### config.mk
export PLATFORM = sky130hd
export DESIGN_NAME = audio_sample_feeder
export DESIGN_NICKNAME = d
export VERILOG_FILES = /design/src/rtl/audio_sample_feeder.sv
export SDC_FILE = /design/constraint.sdc
export NUM_CORES = 1
export LEC_CHECK = 0
export CAP_MARGIN = 20
export CORE_MARGIN = 2
export CORE_UTILIZATION = 62
export DETAILED_ROUTE_END_ITERATION = 6
export GPL_TIMING_DRIVEN = 0
export PLACE_DENSITY = 0.8
export SKIP_CTS_REPAIR_TIMING = 1
export SLEW_MARGIN = 40
export SYNTH_ARGS = -nofsm -noshare
export SYNTH_HDL_FRONTEND = slang
export SYNTH_SLANG_ARGS = --single-unit
### constraint.sdc
create_clock -name iCLK_18_4 -period 4.9 [get_ports iCLK_18_4]
set_input_delay 0.735 -clock iCLK_18_4 [delete_from_list [all_inputs] [get_ports iCLK_18_4]]
set_output_delay 0.735 -clock iCLK_18_4 [all_outputs]
set_load 0.02 [all_outputs]
### src/rtl/audio_sample_feeder.sv
// Stereo sample FIFO feeding the codec serializer: one pair is popped per
// LRCK falling edge, volume-scaled, and held on the outputs until the next pop.
module audio_sample_feeder #(
   parameter int DATA_WIDTH = 16,
   parameter int FIFO_DEPTH = 16
) (
   input  logic                          iCLK_18_4,
   input  logic                          iRST_N,
   input  logic                          iAUD_LRCK,
   input  logic [DATA_WIDTH-1:0]         iSMP_L,
   input  logic [DATA_WIDTH-1:0]         iSMP_R,
   input  logic                          iSMP_VALID,
   output logic                          oSMP_READY,
   input  logic                          iFLUSH,
   input  logic [4:0]                    iVOL,
   output logic [DATA_WIDTH-1:0]         oAUD_extL,
   output logic [DATA_WIDTH-1:0]         oAUD_extR,
   output logic [$clog2(FIFO_DEPTH):0]   oFIFO_LEVEL,
   output logic [7:0]                    oUNDERFLOW_CNT
);

   localparam int          AW        = $clog2(FIFO_DEPTH);
   localparam int          PW        = DATA_WIDTH + 6;
   localparam logic [AW:0] LVL_FULL  = (AW+1)'(FIFO_DEPTH);
   localparam logic [4:0]  VOL_UNITY = 5'd16;

   logic                        s1, s2, s3;
   logic                        pop_req;
   logic                        push_en;
   logic                        pop_en;
   logic                        underflow;
   logic [AW-1:0]               wr_ptr;
   logic [AW-1:0]               rd_ptr;
   logic [AW:0]                 level_q;
   logic [7:0]                  uf_cnt;
   logic [2*DATA_WIDTH-1:0]     mem [FIFO_DEPTH];
   logic [2*DATA_WIDTH-1:0]     rd_q;
   logic                        pop_d;
   logic [4:0]                  vol_clamp;
   logic [4:0]                  vol_q;
   logic signed [PW-1:0]        smp_l_ext, smp_r_ext, vol_ext;
   logic signed [PW-1:0]        prod_l, prod_r;
   logic [DATA_WIDTH-1:0]       scaled_l, scaled_r;

   // LRCK synchronizer plus history flop; s3 resets low so a low LRCK at
   // reset release never looks like a falling edge.
   // NOTE: non-blocking assignments make each stage capture the previous
   // stage's pre-edge value; blocking would collapse the chain into one flop.
   always_ff @(posedge iCLK_18_4 or negedge iRST_N) begin
      if (!iRST_N) begin
         s1 <= 1'b0;
         s2 <= 1'b0;
         s3 <= 1'b0;
      end else begin
         s1 <= iAUD_LRCK;
         s2 <= s1;
         s3 <= s2;
      end
   end

   assign pop_req    = s3 & ~s2;
   assign oSMP_READY = (level_q != LVL_FULL);
   assign push_en    = iSMP_VALID & oSMP_READY & ~iFLUSH;
   assign pop_en     = pop_req & (level_q != '0) & ~iFLUSH;
   assign underflow  = pop_req & (level_q == '0) & ~iFLUSH;
   assign vol_clamp  = (iVOL > VOL_UNITY) ? VOL_UNITY : iVOL;

   // Pointer, occupancy and underflow bookkeeping; flush wins over push/pop.
   always_ff @(posedge iCLK_18_4 or negedge iRST_N) begin
      if (!iRST_N) begin
         wr_ptr  <= '0;
         rd_ptr  <= '0;
         level_q <= '0;
         uf_cnt  <= '0;
         pop_d   <= 1'b0;
         vol_q   <= '0;
      end else begin
         pop_d <= pop_en;
         if (iFLUSH) begin
            wr_ptr  <= '0;
            rd_ptr  <= '0;
            level_q <= '0;
         end else begin
            if (push_en) wr_ptr <= wr_ptr + 1'b1;
            if (pop_en) begin
               rd_ptr <= rd_ptr + 1'b1;
               vol_q  <= vol_clamp;
            end
            case ({push_en, pop_en})
               2'b10:   level_q <= level_q + 1'b1;
               2'b01:   level_q <= level_q - 1'b1;
               default: level_q <= level_q;
            endcase
            if (underflow && uf_cnt != 8'hFF) uf_cnt <= uf_cnt + 1'b1;
         end
      end
   end

   // NOTE: the storage array and its read register carry no reset so the
   // tools can map them onto a dual-port RAM; validity is tracked by level_q.
   always_ff @(posedge iCLK_18_4) begin
      if (push_en) mem[wr_ptr] <= {iSMP_L, iSMP_R};
      if (pop_en)  rd_q        <= mem[rd_ptr];
   end

   // Signed multiply wide enough that 0x8000 * 16 cannot overflow.
   always_comb begin
      smp_l_ext = {{6{rd_q[2*DATA_WIDTH-1]}}, rd_q[2*DATA_WIDTH-1:DATA_WIDTH]};
      smp_r_ext = {{6{rd_q[DATA_WIDTH-1]}},   rd_q[DATA_WIDTH-1:0]};
      vol_ext   = {{(PW-5){1'b0}}, vol_q};
      prod_l    = smp_l_ext * vol_ext;
      prod_r    = smp_r_ext * vol_ext;
      scaled_l  = DATA_WIDTH'(prod_l >>> 4);
      scaled_r  = DATA_WIDTH'(prod_r >>> 4);
   end

   always_ff @(posedge iCLK_18_4 or negedge iRST_N) begin
      if (!iRST_N) begin
         oAUD_extL <= '0;
         oAUD_extR <= '0;
      end else if (pop_d) begin
         oAUD_extL <= scaled_l;
         oAUD_extR <= scaled_r;
      end
   end

   assign oFIFO_LEVEL    = level_q;
   assign oUNDERFLOW_CNT = uf_cnt;

endmodule

==> impl_metrics.ini, run 1 <==
[status]
status = finished clean

[critical_path]
slowest_delay_ns = 0.55
cp-start-kind = flop
cp_common_cell = fa_1
critPathSlowestCell = fa_1
required_ns = 5.41
cp-end-kind = flop
cp_data_arrival_time_ns = 5.20
critical_path.cell_chain = clkbuf_2, and2_1, fa_1, fa_1, inv_1, fa_1, inv_1, ha_1, clkbuf_1, a21oi_1, o311a_1, nor2_1, a311o_1, o311a_1, a221o_1
critical_path_class = reg -> reg
critPathMaxFanout = 10

[final_layout]
register_area_um2 = 17900
fin_nets = 2291
post-route-cell-area_um2 = 33200
fill_cells = 2715
drive_above_1_share = 0.137
multi_input_area_um2 = 9940
final_cells = 2734
syn_to_final_growth_pct = 16.0
most-common-layout-cells = edfxtp_1, inv_1, and2_1
final_common_cell = edfxtp_1

[yosys]
synth_seq_cells = 606
synthesis.nets = 2110
async_flop_share = 0.102
yosysSeqAreaShare = 0.624
syn_area_per_cell_um2 = 15.1
synthCells = 1900
syn_area_um2 = 28600
ys.flop_type = edfxtp_1
synth_edf_count = 544
ys_warn_count = 0
synth_cell_types = 66

[power_and_ir_drop]
p_switching_w = 0.00531
power_frac_seq = 0.373
clockPowerShare = 0.290
p_per_area_nw_per_um2 = 489
cellLeakagePower_nw = 12.1
p_comb_frac = 0.338
p_sw_frac = 0.326
p_int_w = 0.0110
ir_drop_v = 0.000376
finalPower_w = 0.0163

[timing]
rsz0062_at_grt = no
finClkSkew_ns = 0.0392
min_period_ns = 4.69
worst_slew_pin_slew_ns = 0.908
fin_crit_sh = 0.956
max_slew_margin = 0.395
max_freq_ghz = 0.213
final-hold-violation-count = 0
fin_ws_ns = 0.215
tns_ns = 0
report.final.slew_viol_count = 0
setup_violations = 0

[routing]
dr.pass1.iters = 7
ant_nets = 0
via_per_inst = 6.22
drc = 0
vias = 17000
routed_wl_mm = 68.1
drtIter0Drc = 1659
wl_per_cell_um = 24.9

[run]
drv_cap = 0

[clock_network]
clock_path_buffers = 3
cts_tree = built
htreeDepth = 2
clk_latency_ns = 0.65
cts_buffers = 58
cts_root_buf = clkbuf_16
cts.sinks = 606
clk_pin_slew_worst_paths_ns = 0.07

[global_route]
use_met3 = 0.0531
grt_pass1_wl_mm = 103
grt_pass1_vias = 17800
grt-ovfl-total = 0
grt.busiest_layer = met2
grtUsageMet2 = 0.496
grt_max_degree = 41
globalRouteMet1Util = 0.372
grt_use_total = 0.292
antenna_found_initial = 4

[placed_design]
port_buffers = 86
dpl.hpwl_mm = 47.2
dp_cells = 2619
place_area_um2 = 31200
gp_congestion = 0.845
post-place-ws_ns = -0.267

[floorplan]
die_h_um = 219
fp.dieArea_um2 = 47900
die_w_um = 219
pin_count = 88
std_cell_rows = 78
core-area_um2 = 45500
floorplan.initialDensity = 0.630

[hold_path]
hold_class = in -> async
## worst max-delay path, delay by kind of cell, from the launching register on
family / cells / cell delay (ns)
adder cells (fa/ha/maj): 4 / 1.77
AO/OA/AOI/OAI: 5 / 1.52
buffers and inverters: 4 / 0.52
flip-flops: 1 / 0.45
AND/OR/NAND/NOR: 2 / 0.30
## registers in the layout, indices dropped and copies added (netlist names), 4 cells and up
register        count
oUNDERFLOW_CNT      8
wr_ptr              4
oFIFO_LEVEL         5
oAUD_extR          16
rd_q               32
mem               512
oAUD_extL          16
rd_ptr              4
vol_q               5
## Yosys cell counts, drive strengths merged (3+ instances only)
master / n / area [µm²]
o21a: 5 / 37.5
and3: 5 / 31.3
dfrtp: 62 / 1550
a31oi: 5 / 46.3
mux2: 45 / 507
ha: 75 / 938
a21o: 12 / 91.3
nand2: 97 / 367
clkbuf: 55 / 206
a21oi: 61 / 305
buf: 23 / 109
a22oi: 33 / 248
o31ai: 8 / 60.1
o21bai: 3 / 22.5
edfxtp: 544 / 16300
nand3: 10 / 50.1
a211o: 4 / 35.0
xnor2: 26 / 228
nand2b: 8 / 50.1
nor2: 48 / 180
fa: 93 / 1860
and2: 146 / 913
a211oi: 4 / 30.0
or3: 6 / 42.5
o21ai: 77 / 385
mux4: 64 / 1440
xor2: 21 / 184
o2111ai: 3 / 26.3
nand4: 8 / 50.1
o221ai: 3 / 26.3
or2: 6 / 37.5
inv: 169 / 634
mux2i: 103 / 1030
a221oi: 32 / 280
nor2b: 5 / 31.3
## cells by family after synthesis
group / synth area share
AO/OA/AOI/OAI: 0.0629
XOR/XNOR: 0.0144
adder cells (fa/ha/maj): 0.0977
buffers and inverters: 0.0333
flip-flops: 0.624
multiplexers: 0.104
AND/OR/NAND/NOR: 0.0633
## final timing paths
check | depth (start not counted) | start | slack, ns | endpoint
setup / recovery | 15 | vol_q[1] | 0.21 | oAUD_extR[12]
hold / removal | 1 | iRST_N | 0.005 | oAUD_extL[8]
setup reg to reg | 15 | vol_q[1] | 0.21 | oAUD_extR[12]
hold reg to reg | 0 | s1 | 0.37 | s2
max in group asynchronous | 2 | iRST_N | 4.38 | wr_ptr[0]
min in group iCLK_18_4 | 0 | s1 | 0.37 | s2
## through the flow
stage | util | hold WS (ns)
after global placement | 0.665 | 0.345
after CTS | 0.730 | -0.00752
after global routing | 0.731 | 0.0154
final | 0.731 | 0.00531
after detailed placement | 0.685 | 0.349
after floorplan | - | 0.331
## power groups by stage
stage | sequential (W) | combinational [W] | clock (W)
4_1_cts | 0.00606 | 0.00547 | 0.00474
6_report | 0.00606 | 0.00549 | 0.00471
3_3_place_gp | 0.00615 | 0.00521 | 0
5_1_grt | 0.00609 | 0.00610 | 0.00495
2_1_floorplan | 0.00630 | 0.00368 | 0
3_5_place_dp | 0.00616 | 0.00542 | 0
## final cells by class
class,count,area share
timing repair buffer,121,0.0497
tap,600,0.0226
inverter,170,0.0192
buffer,78,0.00994
antenna,3,0.000226
clock buffer,68,0.0448
multi-input combinational,1046,0.299
sequential,606,0.538
clock inverter,42,0.0160
## routing by layer
layer	up-vias	wire length (µm)
met1	8597	25900
met2	854	34200
met5	-	13
li1	7378	-
met3	173	5410
met4	2	2580
No activity file was read; power rests on OpenSTA's default activity.
==> run 2, diff against run 1 <==
Settings changed: ABC_AREA from default to 1.
==> impl_metrics.ini, run 2 <==
[status]
status = complete, but fails checks
failed_checks = DRC

[placed_design]
gp_congestion = 0.957
port_buffers = 87
place_area_um2 = 31900
dpl.hpwl_mm = 56.3
dp_cells = 3418
post-place-ws_ns = 0.335

[timing]
fin_ws_ns = 0.276
report.final.slew_viol_count = 0
tns_ns = 0
setup_violations = 0
rsz0062_at_grt = no
min_period_ns = 4.62
finClkSkew_ns = 0.0317
max_slew_margin = 0.403
max_freq_ghz = 0.216
fin_crit_sh = 0.944
final-hold-violation-count = 0
worst_slew_pin_slew_ns = 0.895

[critical_path]
slowest_delay_ns = 0.54
r2r_cells = 17
critical_path.cell_chain = clkbuf_1, buf_1, nand2_1, inv_1, fa_1, fa_1, inv_1, fa_1, inv_1, ha_1, a21oi_1, nand2_1, nand2_1, nand3_1, or2_2, nand3_1, nand2_1
critPathSlowestCell = fa_1
critical_path_class = reg -> reg
r2r-start = vol_q[1]
r2r_slack_ns = 0.28
cp_common_cell = nand2_1
crit_start = vol_q[1]
critPathMaxFanout = 10
cp-end-kind = flop
required_ns = 5.42
cp-start-kind = flop
cp_data_arrival_time_ns = 5.14

[power_and_ir_drop]
p_comb_frac = 0.441
p_switching_w = 0.00767
cellLeakagePower_nw = 14.0
p_int_w = 0.0113
ir_drop_v = 0.000358
p_per_area_nw_per_um2 = 562
power_frac_seq = 0.320
clockPowerShare = 0.239
p_sw_frac = 0.404

[routing]
drc = 16
routed_wl_mm = 80.7
dr.pass1.iters = 7
ant_nets = 0
vias = 21500
wl_per_cell_um = 22.8
drtIter0Drc = 2759
via_per_inst = 6.08

[final_layout]
largest_reg_flops = 512
most-common-layout-cells = nand2_1, edfxtp_1, inv_1
final_cells = 3532
fin_nets = 3082
final_common_cell = nand2_1
syn_to_final_growth_pct = 15.2
post-route-cell-area_um2 = 33800
drive_above_1_share = 0.0756
top_regs = mem: 512 flops, rd_q: 32 flops
regMostFlops = mem

[yosys]
syn_area_um2 = 29300
synth_top_cell_by_area = edfxtp_1
synth_top_area_frac = 0.557
synthesis.nets = 2901
synth.most_common_cell = nand2_1
ys.flop_type = edfxtp_1
syn_area_per_cell_um2 = 10.9
synth_area_leaders = edfxtp_1, nand2_1, fa_1
yosys-top-cells-count = nand2_1, edfxtp_1, inv_1
yosysSeqAreaShare = 0.610
async_flop_share = 0.102
synth_seq_cells = 606
synth_cell_types = 43
ys_warn_count = 0
synthCells = 2691
synth_edf_count = 544

[global_route]
antenna_found_initial = 6
grt_pass1_vias = 21800
grt_use_total = 0.330
grt_max_degree = 39
grt_pass1_wl_mm = 122
grt-ovfl-total = 0

[clock_network]
cts_root_buf = clkbuf_16
clk_pin_slew_worst_paths_ns = 0.06
clk_latency_ns = 0.65
cts_tree = built
cts.sinks = 606
htreeDepth = 2
clock_path_buffers = 3
cts_buffers = 59

[hold_path]
hold_class = in -> async

[floorplan]
die_h_um = 222
std_cell_rows = 79
core-area_um2 = 46700
pin_count = 88
fp.dieArea_um2 = 49100
die_w_um = 222
floorplan.initialDensity = 0.629

[run]
drv_cap = 0
[run 2: cell types whose count changed in the layout (fill, tap and decap cells not counted), moves of 41 or more]
cell	delta
and2_1	-144
nand2_1	+509
mux2_2	-45
a21oi_1	+56
inv_1	+186
nand3_1	+99
nor2_1	+137
mux2i_1	-103
o21ai_0	+112
mux4_2	-64
o22ai_1	+41
[run 2: final cells by class]
class                      count  area [µm²]
sequential                   606       17900
tap                          607         759
clock buffer                  68        1510
antenna                        3        7.51
multi-input combinational   1603        9630
clock inverter                43         422
fill                        3094       12900
timing repair buffer         120        1630
buffer                       120         583
inverter                     362        1360
[run 2: cells by family (layout without fill, tap and decap cells)]
kind of cell / after synthesis / after routing / share of synthesized area
xor+xnor: 33 / 33 / 0.00985
simple gates: 953 / 953 / 0.132
flops: 606 / 606 / 0.610
compound gates: 449 / 449 / 0.0869
other cells: 0 / 3 / 0
fa+ha+maj: 168 / 168 / 0.0954
buf+inv: 482 / 713 / 0.0661
[run 2: worst paths after layout]
path / end
worst max register to register: oAUD_extL[7]
worst min register to register: s2
min in group iCLK_18_4: s2
worst max-delay path: oAUD_extL[7]
max in group asynchronous: oAUD_extL[10]
worst min-delay path: oUNDERFLOW_CNT[4]
[run 2: metrics by stage]
step | hold WS [ns] | total power, W | utilization
6_report | 0.0142 | 0.0190 | 0.724
5_1_grt | 0.0290 | 0.0203 | 0.724
3_5_place_dp | 0.348 | 0.0144 | 0.683
2_1_floorplan | 0.331 | 0.0119 | -
4_1_cts | 0.00283 | 0.0189 | 0.724
3_3_place_gp | 0.341 | 0.0141 | 0.664
[run 2: critical path: cells and delay by family, from the launching register on]
family          cells  cell delay, ns
flops               1            0.40
buf+inv             5            1.15
compound gates      1            0.16
fa+ha+maj           4            1.78
simple gates        7            0.97
[run 2: power groups by stage]
stage | registers [W] | logic [W] | clock network [W]
global route | 0.00610 | 0.00944 | 0.00473
finish | 0.00607 | 0.00838 | 0.00455
global placement | 0.00617 | 0.00792 | 0
detailed placement | 0.00618 | 0.00820 | 0
floorplan | 0.00632 | 0.00559 | 0
CTS | 0.00607 | 0.00827 | 0.00455
[run 2: layer usage]
metal  part of all wire  vias to the layer above  global-route usage
met5             0.0012                        -                   0
li1                   -                     9451                   -
met3               0.11                      370              0.0632
met2               0.47                     1556               0.548
met1               0.35                    10100               0.403
met4              0.066                        8               0.207
